### src/rtl/collatz_pkg.sv
// Shared definitions for the 144-bit Collatz iterator, its sweep controller
// and the host I/O adapter.
package collatz_pkg;

    localparam int ITER_W = 144;
    localparam int OLEN_W = 16;
    localparam int PREC_W = 16;

    localparam logic [OLEN_W-1:0] OLEN_MAX = 16'hffff;

    typedef enum logic [2:0] {
        ST_IDLE,
        ST_CHECK,
        ST_LAUNCH,
        ST_WAIT,
        ST_UPDATE,
        ST_DONE
    } sweep_state_t;

endpackage

### src/rtl/collatz_best_tracker.sv
// Running maximum of one per-seed statistic plus the seed that produced it.
// The first seed after a clear is always taken, later ones only on a strict increase.
module collatz_best_tracker
    import collatz_pkg::*;
#(
    parameter int VAL_W  = OLEN_W,
    parameter int SEED_W = 32
) (
    input  logic              clk,
    input  logic              rst_n,
    input  logic              clr,
    input  logic              upd,
    input  logic [VAL_W-1:0]  val,
    input  logic [SEED_W-1:0] seed,
    output logic [VAL_W-1:0]  best,
    output logic [SEED_W-1:0] best_seed
);

    logic [VAL_W-1:0]  best_q, best_d;
    logic [SEED_W-1:0] seed_q, seed_d;
    logic              valid_q, valid_d;

    always_comb begin
        best_d  = best_q;
        seed_d  = seed_q;
        valid_d = valid_q;
        if (clr) begin
            best_d  = '0;
            seed_d  = '0;
            valid_d = 1'b0;
        end else if (upd && (!valid_q || (val > best_q))) begin
            best_d  = val;
            seed_d  = seed;
            valid_d = 1'b1;
        end
    end

    always_ff @(posedge clk) begin
        if (!rst_n) begin
            best_q  <= '0;
            seed_q  <= '0;
            valid_q <= 1'b0;
        end else begin
            best_q  <= best_d;
            seed_q  <= seed_d;
            valid_q <= valid_d;
        end
    end

    assign best      = best_q;
    assign best_seed = seed_q;

endmodule

### src/rtl/collatz_sweep_ctrl.sv
// Seed sweep sequencer: launches the Collatz core once per seed and keeps
// running maxima of orbit length and path record.
module collatz_sweep_ctrl
    import collatz_pkg::*;
#(
    parameter int SEED_W = 32,
    parameter int CNT_W  = 16
) (
    input  logic              clk,
    input  logic              rst_n,
    input  logic [SEED_W-1:0] cfg_start,
    input  logic [CNT_W-1:0]  cfg_count,
    input  logic              go,
    input  logic              abort,
    output logic              busy,
    output logic              done,
    output logic              core_go,
    output logic [ITER_W-1:0] core_seed,
    input  logic              core_busy,
    input  logic [OLEN_W-1:0] core_orbit_len,
    input  logic [PREC_W-1:0] core_path_rec,
    output logic [OLEN_W-1:0] best_len,
    output logic [SEED_W-1:0] best_len_seed,
    output logic [PREC_W-1:0] best_rec,
    output logic [SEED_W-1:0] best_rec_seed,
    output logic [CNT_W-1:0]  seeds_done,
    output logic              sat
);

    sweep_state_t      state_q, state_d;
    logic [SEED_W-1:0] seed_q, seed_d;
    logic [CNT_W-1:0]  remaining_q, remaining_d;
    logic [CNT_W-1:0]  seeds_done_q, seeds_done_d;
    logic              sat_q, sat_d;
    logic              abort_pend_q, abort_pend_d;
    logic              trk_clr, trk_upd;
    logic              in_busy;

    assign in_busy = (state_q != ST_IDLE) && (state_q != ST_DONE);

    always_comb begin
        state_d      = state_q;
        seed_d       = seed_q;
        remaining_d  = remaining_q;
        seeds_done_d = seeds_done_q;
        sat_d        = sat_q;
        abort_pend_d = abort_pend_q | (in_busy & abort);
        trk_clr      = 1'b0;
        trk_upd      = 1'b0;
        unique case (state_q)
            ST_IDLE, ST_DONE: begin
                if (go) begin
                    seed_d       = cfg_start;
                    remaining_d  = cfg_count;
                    seeds_done_d = '0;
                    sat_d        = 1'b0;
                    abort_pend_d = 1'b0;
                    trk_clr      = 1'b1;
                    state_d      = ST_CHECK;
                end
            end
            ST_CHECK: begin
                if ((remaining_q == '0) || abort_pend_q || abort) begin
                    state_d = ST_DONE;
                end else if (seed_q == '0) begin
                    // Seed 0 never reaches 1, so it is skipped but still counted.
                    seed_d      = seed_q + 1'b1;
                    remaining_d = remaining_q - 1'b1;
                end else begin
                    state_d = ST_LAUNCH;
                end
            end
            ST_LAUNCH: state_d = ST_WAIT;
            ST_WAIT: begin
                if (!core_busy) state_d = ST_UPDATE;
            end
            ST_UPDATE: begin
                trk_upd      = 1'b1;
                sat_d        = sat_q | (core_orbit_len == OLEN_MAX);
                seeds_done_d = seeds_done_q + 1'b1;
                remaining_d  = remaining_q - 1'b1;
                seed_d       = seed_q + 1'b1;
                state_d      = ST_CHECK;
            end
            default: state_d = ST_IDLE;
        endcase
    end

    always_ff @(posedge clk) begin
        if (!rst_n) begin
            state_q      <= ST_IDLE;
            seed_q       <= '0;
            remaining_q  <= '0;
            seeds_done_q <= '0;
            sat_q        <= 1'b0;
            abort_pend_q <= 1'b0;
        end else begin
            state_q      <= state_d;
            seed_q       <= seed_d;
            remaining_q  <= remaining_d;
            seeds_done_q <= seeds_done_d;
            sat_q        <= sat_d;
            abort_pend_q <= abort_pend_d;
        end
    end

    collatz_best_tracker #(.VAL_W(OLEN_W), .SEED_W(SEED_W)) u_len_trk (
        .clk       (clk),
        .rst_n     (rst_n),
        .clr       (trk_clr),
        .upd       (trk_upd),
        .val       (core_orbit_len),
        .seed      (seed_q),
        .best      (best_len),
        .best_seed (best_len_seed)
    );

    collatz_best_tracker #(.VAL_W(PREC_W), .SEED_W(SEED_W)) u_rec_trk (
        .clk       (clk),
        .rst_n     (rst_n),
        .clr       (trk_clr),
        .upd       (trk_upd),
        .val       (core_path_rec),
        .seed      (seed_q),
        .best      (best_rec),
        .best_seed (best_rec_seed)
    );

    assign busy       = in_busy;
    assign done       = (state_q == ST_DONE);
    assign core_go    = (state_q == ST_LAUNCH);
    assign core_seed  = {{(ITER_W-SEED_W){1'b0}}, seed_q};
    assign seeds_done = seeds_done_q;
    assign sat        = sat_q;

endmodule

### config.mk
export PLATFORM = sky130hd
export DESIGN_NAME = collatz_sweep_ctrl
export DESIGN_NICKNAME = d
export VERILOG_FILES = /design/src/rtl/collatz_pkg.sv /design/src/rtl/collatz_best_tracker.sv /design/src/rtl/collatz_sweep_ctrl.sv
export SDC_FILE = /design/constraint.sdc
export NUM_CORES = 1
export LEC_CHECK = 0
export ABC_AREA = 1
export BUFFER_PORTS_ARGS = -buffer_cell sky130_fd_sc_hd__buf_4
export CORE_UTILIZATION = 30
export DETAILED_ROUTE_END_ITERATION = 7
export GPL_TIMING_DRIVEN = 1
export SYNTH_ARGS = -nofsm -noshare
export SYNTH_HDL_FRONTEND = slang
export SYNTH_SLANG_ARGS = --single-unit
### constraint.sdc
create_clock -name clk -period 1.7 [get_ports clk]
set_input_delay 0.085 -clock clk [delete_from_list [all_inputs] [get_ports clk]]
set_output_delay 0.085 -clock clk [all_outputs]
set_load 0.03 [all_outputs]
After elaboration in Yosys (flattened, before gate mapping)
Index checks and enable logic that the tools add are counted.
- add/sub/neg operators: 3
- magnitude comparators: 2
- equality and inequality tests: 12
- muxes and demuxes: 22
- bitwise logic cells: 4
- reductions and logical operators: 20
- operators with widths (kind ; number):
    $mux 32 ; 3
    $pmux 32 s3 ; 1
    $mux 16 ; 4
    $pmux 16 s3 ; 1
    $add 32x1->32 const B ; 1
    $gt 16x16->1 ; 2
    $logic_not 32->1 ; 1
    $pmux 16 s2 ; 1
    $add 16x1->16 const B ; 1
    $eq 16x16->1 const B ; 1
    $logic_not 16->1 ; 1
    $sub 16x1->16 const B ; 1
    $pmux 3 s5 ; 1
    $mux 3 ; 4
    $ne 2x2->1 const B ; 4
    $eq 3x2->1 const B ; 2
    $eq 3x3->1 const B ; 2
    $mux 1 ; 6
    $ne 3x3->1 const B ; 2
    $reduce_bool 3->1 ; 2
    $logic_or 1x1->1 ; 4
    $reduce_and 4->1 ; 1
    $reduce_or 2->1 ; 2
    $eq 3x1->1 const B ; 1
    10 further kinds ; 14
- register bits: 167
- output and inout port bits: 260
- logic and storage cells: 75

Longest topological paths before layout
Gate-level depths: netlist (run 1).
- word-level depth: 6
- gate-level depth with buffers: 17
- mapped depth without buffers: 16

By module
From an unflattened synthesis (run 1), not the netlist that was laid out.
- cells, all modules: 1759
- area, all modules: 11287.1 µm²
- modules (own cells, without submodules) (module ; instances ; cells an instance ; area each (µm²) ; sequential area each (µm²)):
    collatz_sweep_ctrl ; 1 ; 981 ; 5696.7 ; 1381.3
    collatz_best_tracker ; 2 ; 389 ; 2795.2 ; 980.9

Least setup slack after synthesis (run 1)
No wires, ideal clock.
- kind: flip-flop to flip-flop
- start: register u_len_trk.best_q[15], in the netlist u_len_trk.best[15]
- end: register u_len_trk.best_q[0], in the netlist u_len_trk.best[0]
- library setup time: 0.064 ns
- arrival time: 1.965 ns
- path slack: -0.329 ns
- stages on the path, launching flop included: 13
- path through: dfxtp_1 -> inv_1 -> ha_1 -> nand2_1 -> nor3_1 -> nand2_1 -> nand2_1 -> nand2_1 -> nand2_1 -> buf_2 -> buf_2 -> a21oi_1 -> nor2_1
- longest elaborated chain between the ends: 3
- RTL lines (element ; RTL line ; RTL):
    start, declared ; collatz_best_tracker.sv:19 ; logic [VAL_W-1:0] best_q, best_d;
    start signal, assigned ; collatz_best_tracker.sv:44 ; best_q <= best_d;
    $gt 16x16->1 ; collatz_best_tracker.sv:31 ; end else if (upd && (!valid_q || (val > best_q))) begin
    $logic_or 1x1->1 ; collatz_best_tracker.sv:31 ;
    $logic_and 1x1->1 ; collatz_best_tracker.sv:31 ;
No other way between the ends.
A chain may end at the register's enable or synchronous reset.

Final worst setup path (run 1)
- start: register u_len_trk.best_q[11], in the netlist u_len_trk.best[11]
- end: register u_len_trk.best_q[5], in the netlist u_len_trk.best[5]
The elaborated chain is that of the path after synthesis.

==> flow_summary.json, run 1 <==
{
  "yosysTopAreaCell": "dfxtp_1",
  "die_y_um": 189,
  "hold_class": "in -> reg",
  "min_from": "cfg_count[11]",
  "wl_um": 41400,
  "grt_pass1_wl_um": 59000,
  "violations": "negative setup slack",
  "pre_cts_slack_ns": -0.164,
  "grt_pass1_vias": 11200,
  "r2r_end": "u_len_trk.best[5]",
  "critical_path_arrival_ns": 2.27,
  "synth-main-ff-cell": "dfxtp_1",
  "drt_pre_antenna_iters": 6,
  "synth_area_leaders": "dfxtp_1 (32%), nand2_1 (14%), buf_4 (8.2%)",
  "critPathKind": "reg -> reg",
  "p_clk_frac": 0.149,
  "grt_remaining_overflow": 0,
  "hold_violations": 0,
  "maxCapViolCount": 0,
  "gp_congestion": 0.895,
  "seq_area_frac_synth": 0.319,
  "synth.top_cell.area_share": 0.319,
  "hold_end": "remaining_q[11]",
  "yosysUniqueCellTypes": 40,
  "layout_min_cycle_time_ns": 1.93,
  "endpoint_kind": "flip-flop",
  "p_int_uw": 13300,
  "fp-row-count": 68,
  "synth_seq_cells": 167,
  "slew-limit-headroom": 0.589,
  "ys_warn_count": 0,
  "ir_drop_mv": 0.899,
  "p_comb_frac": 0.631,
  "ant_nets": 0,
  "fmax_mhz": 518,
  "cts_buffers": 17,
  "drive_above_1_share": 0.448,
  "synth-edff-count": 0,
  "drt_iter0_drc": 794,
  "p_switching_uw": 11600,
  "start_util": 0.304,
  "switching_share": 0.466,
  "path_clk_slew_ns": 0.07,
  "cts_tree": "built",
  "worstSkewPairLatency_ns": 0.45,
  "viasPerCell": 4.80,
  "via_count": 12200,
  "async_flop_share": 0,
  "power.leakage_uw": 0.00763,
  "port_buffers": 232,
  "fin_skew_ns": 0.0110,
  "area_growth_syn_to_layout_pct": 65.2,
  "root_buffer": "clkbuf_16",
  "design_area_um2": 17300,
  "wl_per_cell_um": 16.3,
  "final-setup-viol-count": 144,
  "rsz0062_at_grt": "true",
  "slew_viol_final": 0,
  "hold-path-cell-count": 5,
  "fin_crit_sh": 1.14,
  "drc_errors": 0,
  "io-pin-count": 345,
  "antenna_found_initial": 0,
  "syn_area_um2": 10500,
  "power_density_nw_per_um2": 1440,
  "power_frac_seq": 0.220,
  "clock_path_buffers": 2,
  "cts_sinks": 167,
  "dieArea_um2": 35600,
  "syn_avg_cell_area_um2": 6.42,
  "cp-start-kind": "flip-flop",
  "globalRouteTotalUtil": 0.210,
  "reg2reg_depth": 11,
  "rrSetupSlack_ns": -0.23,
  "status": "finished, violations left",
  "coreArea_um2": 34500,
  "worstMarginPinSlew_ns": 0.616,
  "grt_max_degree": 69,
  "nets": 2192,
  "hpwl_um": 27000,
  "crit_required_ns": 2.04,
  "r2r-start": "u_len_trk.best[11]",
  "startpoint": "u_len_trk.best[11]",
  "cts_htree_levels": 4,
  "place_area_um2": 14100,
  "setup_slack_ns": -0.231,
  "synthCells": 1629,
  "crit_fanout": 7,
  "chipWidth_um": 189,
  "num_antenna_cells": 0
}
power by group through the flow:
stage | sequential, uW | combinational [uW] | clock, uW
global placement | 5380 | 11700 | 0
detailed placement | 5410 | 11800 | 0
global route | 5600 | 16800 | 3950
floorplan | 6630 | 6000 | 0
finish | 5490 | 15700 | 3710
CTS | 5370 | 13800 | 3800
synth_stat cells (3+ instances only):
library cell,count
nand2_1,383
nor2_1,219
dfxtp_1,167
inv_1,154
nand3_1,152
a21oi_1,148
buf_4,115
o21ai_0,54
ha_1,37
clkbuf_1,35
buf_2,26
nand4_1,23
nor3_1,21
buf_1,13
or2_2,13
a21oi_2,10
nand3_2,7
xor2_1,7
inv_2,4
nor4_1,4
nand2_2,3
nor2_2,3
o211ai_1,3
o31ai_1,3
xnor2_1,3
timing repair:
action                                 CTS  global route
endpoints found under the hold margin   40             1
hold buffers                            40             1
pin swaps                               53           105
gates cloned                            12            22
resized for setup                      126           262
setup endpoints to repair              144           159
buffers inserted                        23            15
logic make-up (layout without fill, tap and decap cells):
kind of cell             count (synthesis)  count (layout)  share of synthesized area
AND/OR/NAND/NOR                        831             834                      0.335
buffers and inverters                  350             689                      0.172
AO/OA/AOI/OAI                          232             232                      0.119
flip-flops                             167             167                      0.319
adder cells (fa/ha/maj)                 37              37                     0.0442
XOR/XNOR                                10              10                    0.00837
other                                    1             112                   0.000358
multiplexers                             1               1                   0.000957
layout make-up:
class	instances	area [um^2]
inverter	158	618
clock inverter	14	100
clock buffer	17	425
timing repair buffer	500	4690
multi-input combinational	1226	7390
fill	3366	17200
sequential	167	3500
tap	455	569
sequential cells by signal, indices dropped and copies added, names as in the netlist:
signal	cells
seed_q	32
u_len_trk.best_seed	32
u_rec_trk.best_seed	32
remaining_q	16
seeds_done	16
u_len_trk.best	16
u_rec_trk.best	16
state_q	3
abort_pend_q	1
sat	1
u_len_trk.valid_q	1
u_rec_trk.valid_q	1
placed cells by master (no fill, tap or decap), drive strengths merged, types with 7 or more instances in the layout:
cell type      n
buf          443
conb         112
dlygate4sd3   41
o21ai         56
inv          163
ha            37
clkbuf        33
xor2           7
nor3          21
a21oi        158
dfxtp        167
nand2        389
nor2         223
nand3        159
nand4         23
or2           13
metrics by stage:
stage                     hold slack, ns  setup TNS [ns]  std cells   util  power, uW
final                            0.00781          -19.46       2537  0.502      24900
after global routing              0.0214          -33.47       2537  0.502      26300
after CTS                        0.00135          -17.57       2509  0.461      23000
after detailed placement           0.373          -15.27       2404  0.409      17200
after global placement             0.355          -11.56       2404  0.409      17100
after floorplan                    0.230           -2.78       1740      -      12600
how the worst max path moves through the flow:
| stage | cells past startpoint | slack, ns | to |
|---|---|---|---|
| 6_report | 11 | -0.23 | u_len_trk.best[5] |
| 5_1_grt | 16 | -0.35 | u_len_trk.best[5] |
| 4_1_cts | 12 | -0.17 | u_len_trk.best[4] |
| 3_5_place_dp | 12 | -0.16 | u_rec_trk.best[10] |
| 3_3_place_gp | 12 | -0.15 | remaining_q[6] |
| 2_1_floorplan | 14 | -0.05 | u_rec_trk.best_seed[11] |
worst max-delay path: stages, from the launching register on:
cell and delay (ns):
dfxtp_4 0.35, inv_2 0.04, ha_4 0.27, nand4_1 0.12, nor3_2 0.17, nand3_1 0.12
nand2_2 0.12, nand2_8 0.11, buf_12 0.16, clkbuf_16 0.16, a21oi_2 0.14, nor2_1 0.06
layer usage:
layer	wire length, um	global-route usage	vias up
met5	0	0	-
met4	967	0.0645	0
met3	2620	0.0410	63
met2	19900	0.344	437
met1	17900	0.276	5753
li1	-	-	5915
Power figures use the tool's default switching activity.
==> inputs of run 2 (changes only) <==
--- a/config.mk
+++ b/config.mk
@@ -10,6 +10,7 @@
 export CORE_UTILIZATION = 30
 export DETAILED_ROUTE_END_ITERATION = 7
 export GPL_TIMING_DRIVEN = 1
+export PLACE_DENSITY_LB_ADDON = 0.25
 export SYNTH_ARGS = -nofsm -noshare
 export SYNTH_HDL_FRONTEND = slang
 export SYNTH_SLANG_ARGS = --single-unit
==> constraint.sdc (replaced) <==
create_clock -name clk -period 1.7 [get_ports clk]
set_input_delay 0.085 -clock clk [delete_from_list [all_inputs] [get_ports clk]]
set_output_delay 0.085 -clock clk [all_outputs]
set_load 0.01 [all_outputs]
==> run 2 against run 1 <==
Effect of this change: the run still ends with negative setup slack left; flip-flop and latch count did not move; first-iteration DRC count rose by 6.5%; final area rose by 3.5%; via count rose by 2.1%; routed wire length rose by 4.3%; die area did not move; register-to-register slack barely moved; combinational power barely moved; clock-buffer cell count rose by 1; power rose by 2.2%; sequential share of layout area fell by 1.2 points; worst hold slack improved by 0.011 ns; critical endpoint is now u_rec_trk.best_seed[22]; largest cell class unchanged; largest power group unchanged.
==> flow_summary.json, run 2 (synthesized netlist as in run 1, its figures left out) <==
{
  "root_buffer": "clkbuf_16",
  "worstSkewPairLatency_ns": 0.45,
  "hold-path-cell-count": 4,
  "critical_path_arrival_ns": 2.30,
  "globalRouteTotalUtil": 0.217,
  "via_count": 12400,
  "chipWidth_um": 189,
  "hold_violations": 0,
  "setup_slack_ns": -0.243,
  "wl_um": 43200,
  "grt_pass1_vias": 11100,
  "num_antenna_cells": 0,
  "final-setup-viol-count": 144,
  "die_y_um": 189,
  "worstPathCellList": "inv_2 -> ha_4 -> nand4_1 -> nor3_4 -> nand2_1 -> nand2_2 -> nand2_8 -> nand2_8 -> buf_6 -> clkbuf_16 -> nand3_1 -> nand2_1 -> nor2_1",
  "power.leakage_uw": 0.00791,
  "grt_max_degree": 55,
  "wl_per_cell_um": 16.8,
  "endpoint_kind": "flip-flop",
  "violations": "negative setup slack",
  "clock_path_buffers": 2,
  "hpwl_um": 27000,
  "slew_viol_final": 0,
  "hold-worst-slack_ns": 0.0185,
  "worstMarginPinSlew_ns": 0.657,
  "fin_skew_ns": 0.0139,
  "fmax_mhz": 515,
  "grt_pass1_wl_um": 60700,
  "cp_top_family": "simple AND/OR/NAND/NOR gates",
  "crit_required_ns": 2.05,
  "drt_pre_antenna_iters": 5,
  "antenna_found_initial": 0,
  "n_fill_cell": 3320,
  "critPathKind": "reg -> reg",
  "nets": 2229,
  "cts_buffers": 17,
  "rsz0062_at_grt": "true",
  "final_cell_mix": "buf_4 (413), nand2_1 (310), nor2_1 (179)",
  "dieArea_um2": 35600,
  "fin_crit_sh": 1.14,
  "power_density_nw_per_um2": 1420,
  "crit_slowest_cell": "dfxtp_2",
  "status": "finished, violations left",
  "maxCapViolCount": 0,
  "cp-start-kind": "flip-flop",
  "drive_above_1_share": 0.451,
  "ir_drop_mv": 0.827,
  "pre_cts_slack_ns": -0.231,
  "reg2reg_depth": 13,
  "final_common_cell": "buf_4",
  "ant_nets": 0,
  "cts_htree_levels": 4,
  "area_growth_syn_to_layout_pct": 71.0,
  "viasPerCell": 4.82,
  "cp.depth": 13,
  "start_util": 0.304,
  "grt_remaining_overflow": 0,
  "drt_iter0_drc": 846,
  "fp-row-count": 68,
  "worst-path-buf-inv": 3,
  "cts_tree": "built",
  "drc_errors": 0,
  "slew-limit-headroom": 0.561,
  "gp_congestion": 0.883,
  "crit_fanout": 8,
  "io-pin-count": 345,
  "coreArea_um2": 34500,
  "layout_min_cycle_time_ns": 1.94,
  "path_clk_slew_ns": 0.08,
  "hold_class": "in -> reg",
  "cts_sinks": 167,
  "port_buffers": 232,
  "crit_path_max_incr_delay_ns": 0.34
}
[run 2: cell count changes in the layout (fill, tap and decap cells not counted), moves of 10 or more]
| cell | delta |
|---|---|
| dfxtp_1 | +16 |
| o21ai_2 | -14 |
| nand2_1 | -11 |
| dfxtp_2 | +16 |
| buf_4 | +22 |
| a21oi_2 | -10 |
| dfxtp_4 | -32 |
| inv_1 | +16 |
| nand3_1 | -24 |
| nand3_2 | +22 |
| inv_2 | -14 |
[run 2: layer usage]
layer	track usage	wire length (um)	vias up
li1	-	-	6012
met1	0.290	18600	5844
met2	0.353	20600	499
met3	0.0400	2910	69
met4	0.0667	1020	0
met5	0	0	-
[run 2: cell type report]
| type | count | area (um^2) | share of cell area |
|---|---|---|---|
| tap | 455 | 569 | 0.0318 |
| clock buffer | 18 | 439 | 0.0245 |
| timing repair buffer | 536 | 5160 | 0.288 |
| sequential | 167 | 3400 | 0.190 |
| inverter | 158 | 607 | 0.0339 |
| clock inverter | 14 | 154 | 0.00860 |
| multi-input combinational | 1227 | 7570 | 0.423 |
[run 2: power by group]
part           leakage [uW]  switching (uW)  total, uW  internal [uW]
clock              0.000288            1990       4130           2130
sequential          0.00138             633       5360           4730
combinational       0.00624            8520      16000           7470
[run 2: final timing paths]
check	startpoint	endpoint	slack [ns]
setup / recovery	u_rec_trk.best[11]	u_rec_trk.best_seed[22]	-0.24
setup reg to reg	u_rec_trk.best[11]	u_rec_trk.best_seed[22]	-0.24
hold reg to reg	sat	sat	0.47
hold / removal	cfg_start[29]	seed_q[29]	0.02
[run 2: repair_timing]
action                                  CTS  global route
resized for setup                       117           366
cloned                                   15            31
hold endpoints to repair                 46             0
endpoints found under the setup margin  148           160
buffers inserted                         17            19
pin swaps                                18           128
hold buffers                             46             0
[run 2: metrics by stage]
step | power, uW | TNS (ns) | std cells | cell area (um^2) | utilization
6_report | 25500 | -24.32 | 2575 | 17900 | 0.519
3_3_place_gp | 16000 | -16.92 | 2422 | 13800 | 0.399
3_5_place_dp | 16100 | -18.77 | 2422 | 13800 | 0.399
5_1_grt | 26900 | -39.54 | 2575 | 17900 | 0.519
2_1_floorplan | 11300 | -3.37 | 1740 | 11100 | -
4_1_cts | 23000 | -13.15 | 2531 | 15700 | 0.456
[run 2: worst min-delay path: stages]
cell	delay [ns]
buf_4	0.08
or2_2	0.10
nand3_2	0.07
a21oi_2	0.10
==> inputs of run 3 (changes only) <==
--- a/config.mk
+++ b/config.mk
@@ -5,7 +5,6 @@
 export SDC_FILE = /design/constraint.sdc
 export NUM_CORES = 1
 export LEC_CHECK = 0
-export ABC_AREA = 1
 export BUFFER_PORTS_ARGS = -buffer_cell sky130_fd_sc_hd__buf_4
 export CORE_UTILIZATION = 30
 export DETAILED_ROUTE_END_ITERATION = 7
==> run 3 against run 2 <==
Effect of this change: the run ends with design-rule violations, negative setup slack left; non-clock buffer count up 16; synthesized cell count is 25% lower; maximum frequency decreased by 13%; register-to-register slack worse by 0.29 ns; critical endpoint is now u_len_trk.best_seed[15]; die area decreased by 9.3%; synthesized area decreased by 9.4%; sequential power shrank 16%; sequential share of layout area grew 2.3 points; routed wire length shrank 11%.
==> flow_summary.json, run 3 <==
{
  "status": "finished, violations left",
  "violations": "design-rule violations, negative setup slack",
  "crit_path_max_incr_delay_ns": 0.56,
  "cts_htree_levels": 4,
  "placedCellCount": 2005,
  "min_from": "cfg_count[5]",
  "synth_seq_cells": 167,
  "final_common_cell": "buf_4",
  "pre_cts_slack_ns": -0.477,
  "port_buffers": 232,
  "crit_required_ns": 2.02,
  "synth_area_leaders": "dfxtp_1 (35%), buf_4 (8.9%), o21ai_0 (6.9%)",
  "drt_pre_antenna_iters": 8,
  "num_antenna_cells": 0,
  "cts_sinks": 167,
  "syn_area_um2": 9480,
  "p_total_uw": 16200,
  "synthXorXnorAreaFrac": 0.00277,
  "endpoint_kind": "flip-flop",
  "coreArea_um2": 30800,
  "clock_path_buffers": 2,
  "power.leakage_uw": 0.00666,
  "synth.top_cell.area_share": 0.353,
  "cts_tree": "built",
  "layout_min_cycle_time_ns": 2.23,
  "chipWidth_um": 180,
  "hold_class": "in -> reg",
  "final_cell_mix": "buf_4 (448), dfxtp_1 (128), nand2_1 (121)",
  "grt_pass1_vias": 10100,
  "synth_top_family_by_area": "compound AO/OA/AOI/OAI gates",
  "hold-worst-slack_ns": 0.0170,
  "utilization": 0.518,
  "drt_iter0_drc": 733,
  "ir_drop_mv": 0.662,
  "synth_commonest_cells": "dfxtp_1 (167), nand2_1 (138), o21ai_0 (130), a21oi_1 (119), buf_4 (113)",
  "n_fill_cell": 2892,
  "grt_pass1_wl_um": 56200,
  "startpoint": "u_len_trk.best[10]",
  "ys_warn_count": 0,
  "syn_avg_cell_area_um2": 7.74,
  "ant_nets": 0,
  "crit_fanout": 7,
  "worst-path-buf-inv": 3,
  "wl_um": 38400,
  "worstSkewPairLatency_ns": 0.44,
  "grt_max_degree": 47,
  "hold_violations": 0,
  "worstPathCellList": "inv_1 -> ha_1 -> nand2_2 -> or4_4 -> o211a_4 -> buf_6 -> buf_6 -> o211ai_1 -> o21ai_1",
  "async_flop_share": 0,
  "cp_common_cell": "buf_6",
  "viasPerCell": 5.12,
  "root_buffer": "clkbuf_16",
  "yosysTopAreaCell": "dfxtp_1",
  "die_y_um": 180,
  "drc_errors": 20,
  "final-setup-viol-count": 147,
  "slew_viol_final": 0,
  "rsz0062_at_grt": "true",
  "fin_cells": 2110,
  "cp_top_family": "simple AND/OR/NAND/NOR gates",
  "critical_path_arrival_ns": 2.55,
  "fin_skew_ns": 0.0170,
  "cp-start-kind": "flip-flop",
  "fin_crit_sh": 1.31,
  "yosysUniqueCellTypes": 70,
  "globalRouteTotalUtil": 0.218,
  "synth_most_common_cell": "dfxtp_1",
  "crit_slowest_cell": "or4_4",
  "synth.area.mux_share": 0.00119,
  "hpwl_um": 25200,
  "dieArea_um2": 32300,
  "start_util": 0.307,
  "antenna_found_initial": 0,
  "fmax_mhz": 448,
  "r2r-start": "u_len_trk.best[10]",
  "maxCapViolCount": 0,
  "seq_area_um2": 3390,
  "synth-edff-count": 0,
  "synth-compound-area-share": 0.267,
  "synth-main-ff-cell": "dfxtp_1",
  "gp_congestion": 0.870,
  "synth_adder_area_share": 0.0499,
  "via_count": 10800,
  "grt_remaining_overflow": 0,
  "multi_input_area_um2": 6310,
  "area_growth_syn_to_layout_pct": 68.5,
  "path_clk_slew_ns": 0.08,
  "setup_slack_ns": -0.530,
  "cts_buffers": 17,
  "synth-simple-area-share": 0.179,
  "wl_per_cell_um": 18.2,
  "fp-row-count": 64,
  "critPathKind": "reg -> reg",
  "nets": 1823,
  "power_density_nw_per_um2": 1010,
  "seq_area_frac_synth": 0.353,
  "drive_above_1_share": 0.473,
  "synthCells": 1225,
  "io-pin-count": 345
}
## run 3: cell count changes in the layout (fill, tap and decap cells not counted), sizes merged, moves of 10 or more
cell | before | now
a21oi | 158 | 119
and3 | 0 | 15
buf | 470 | 513
clkbuf | 38 | 25
dlygate4sd3 | 46 | 31
inv | 166 | 51
nand2 | 390 | 138
nand3 | 159 | 61
nand4 | 23 | 12
nor2 | 223 | 53
o211ai | 3 | 68
o21ai | 56 | 144
o32ai | 0 | 11
or2 | 13 | 3
## run 3: routing by layer
layer / global-route usage / up-vias / part of all wire
met5: 0 / - / 0
met2: 0.352 / 440 / 0.48
li1: - / 5169 / -
met4: 0.0817 / 0 / 0.027
met3: 0.0395 / 62 / 0.065
met1: 0.290 / 5141 / 0.43
## run 3: cell families (layout without fill, tap and decap cells)
| group | after synthesis | in the layout |
|---|---|---|
| compound gates | 411 | 411 |
| simple gates | 354 | 354 |
| buf+inv | 250 | 628 |
| flops | 167 | 167 |
| fa+ha+maj | 38 | 38 |
| xor+xnor | 3 | 3 |
| other cells | 1 | 112 |
| mux | 1 | 1 |
## run 3: metrics by stage
| step | setup TNS [ns] | cell area, um^2 |
|---|---|---|
| after floorplan | -48.22 | 10300 |
| after detailed placement | -59.76 | 13300 |
| after CTS | -58.92 | 15000 |
| final | -58.20 | 16000 |
| after global placement | -60.01 | 13300 |
| after global routing | -72.28 | 16000 |
## run 3: path summary, 6_finish.rpt
kind                                                 to  depth (start not counted)  slack, ns
worst max register to register  u_len_trk.best_seed[15]                          9      -0.53
worst min-delay path                     remaining_q[5]                          5       0.02
worst max-delay path            u_len_trk.best_seed[15]                          9      -0.53
worst min register to register             abort_pend_q                          2       0.48
## run 3: cell type report
cell class | instances | area share
Multi-Input combinational cell | 919 | 0.395
Clock inverter | 15 | 0.0128
Sequential cell | 167 | 0.213
Timing Repair Buffer | 552 | 0.312
Inverter | 44 | 0.0103
Tap cell | 396 | 0.0310
Clock buffer | 17 | 0.0266
## run 3: worst min-delay path, cell delays in order
cell     delay (ns)
buf_4          0.07
nand2_1        0.04
o41ai_1        0.06
nand2_2        0.05
a21oi_1        0.10
## run 3: what timing repair did
item,4_1_cts,5_1_grt
resized for setup,144,157
setup buffers,14,9
cloned,10,13
hold endpoints to repair,35,0
pin swaps,51,69
hold buffers,31,0
endpoints found under the setup margin,153,159
## run 3: report_power, final
part	leakage (uW)	internal [uW]	switching, uW
Sequential	0.00137	4240	251
Clock	0.000307	2160	2050
Combinational	0.00498	3580	3890
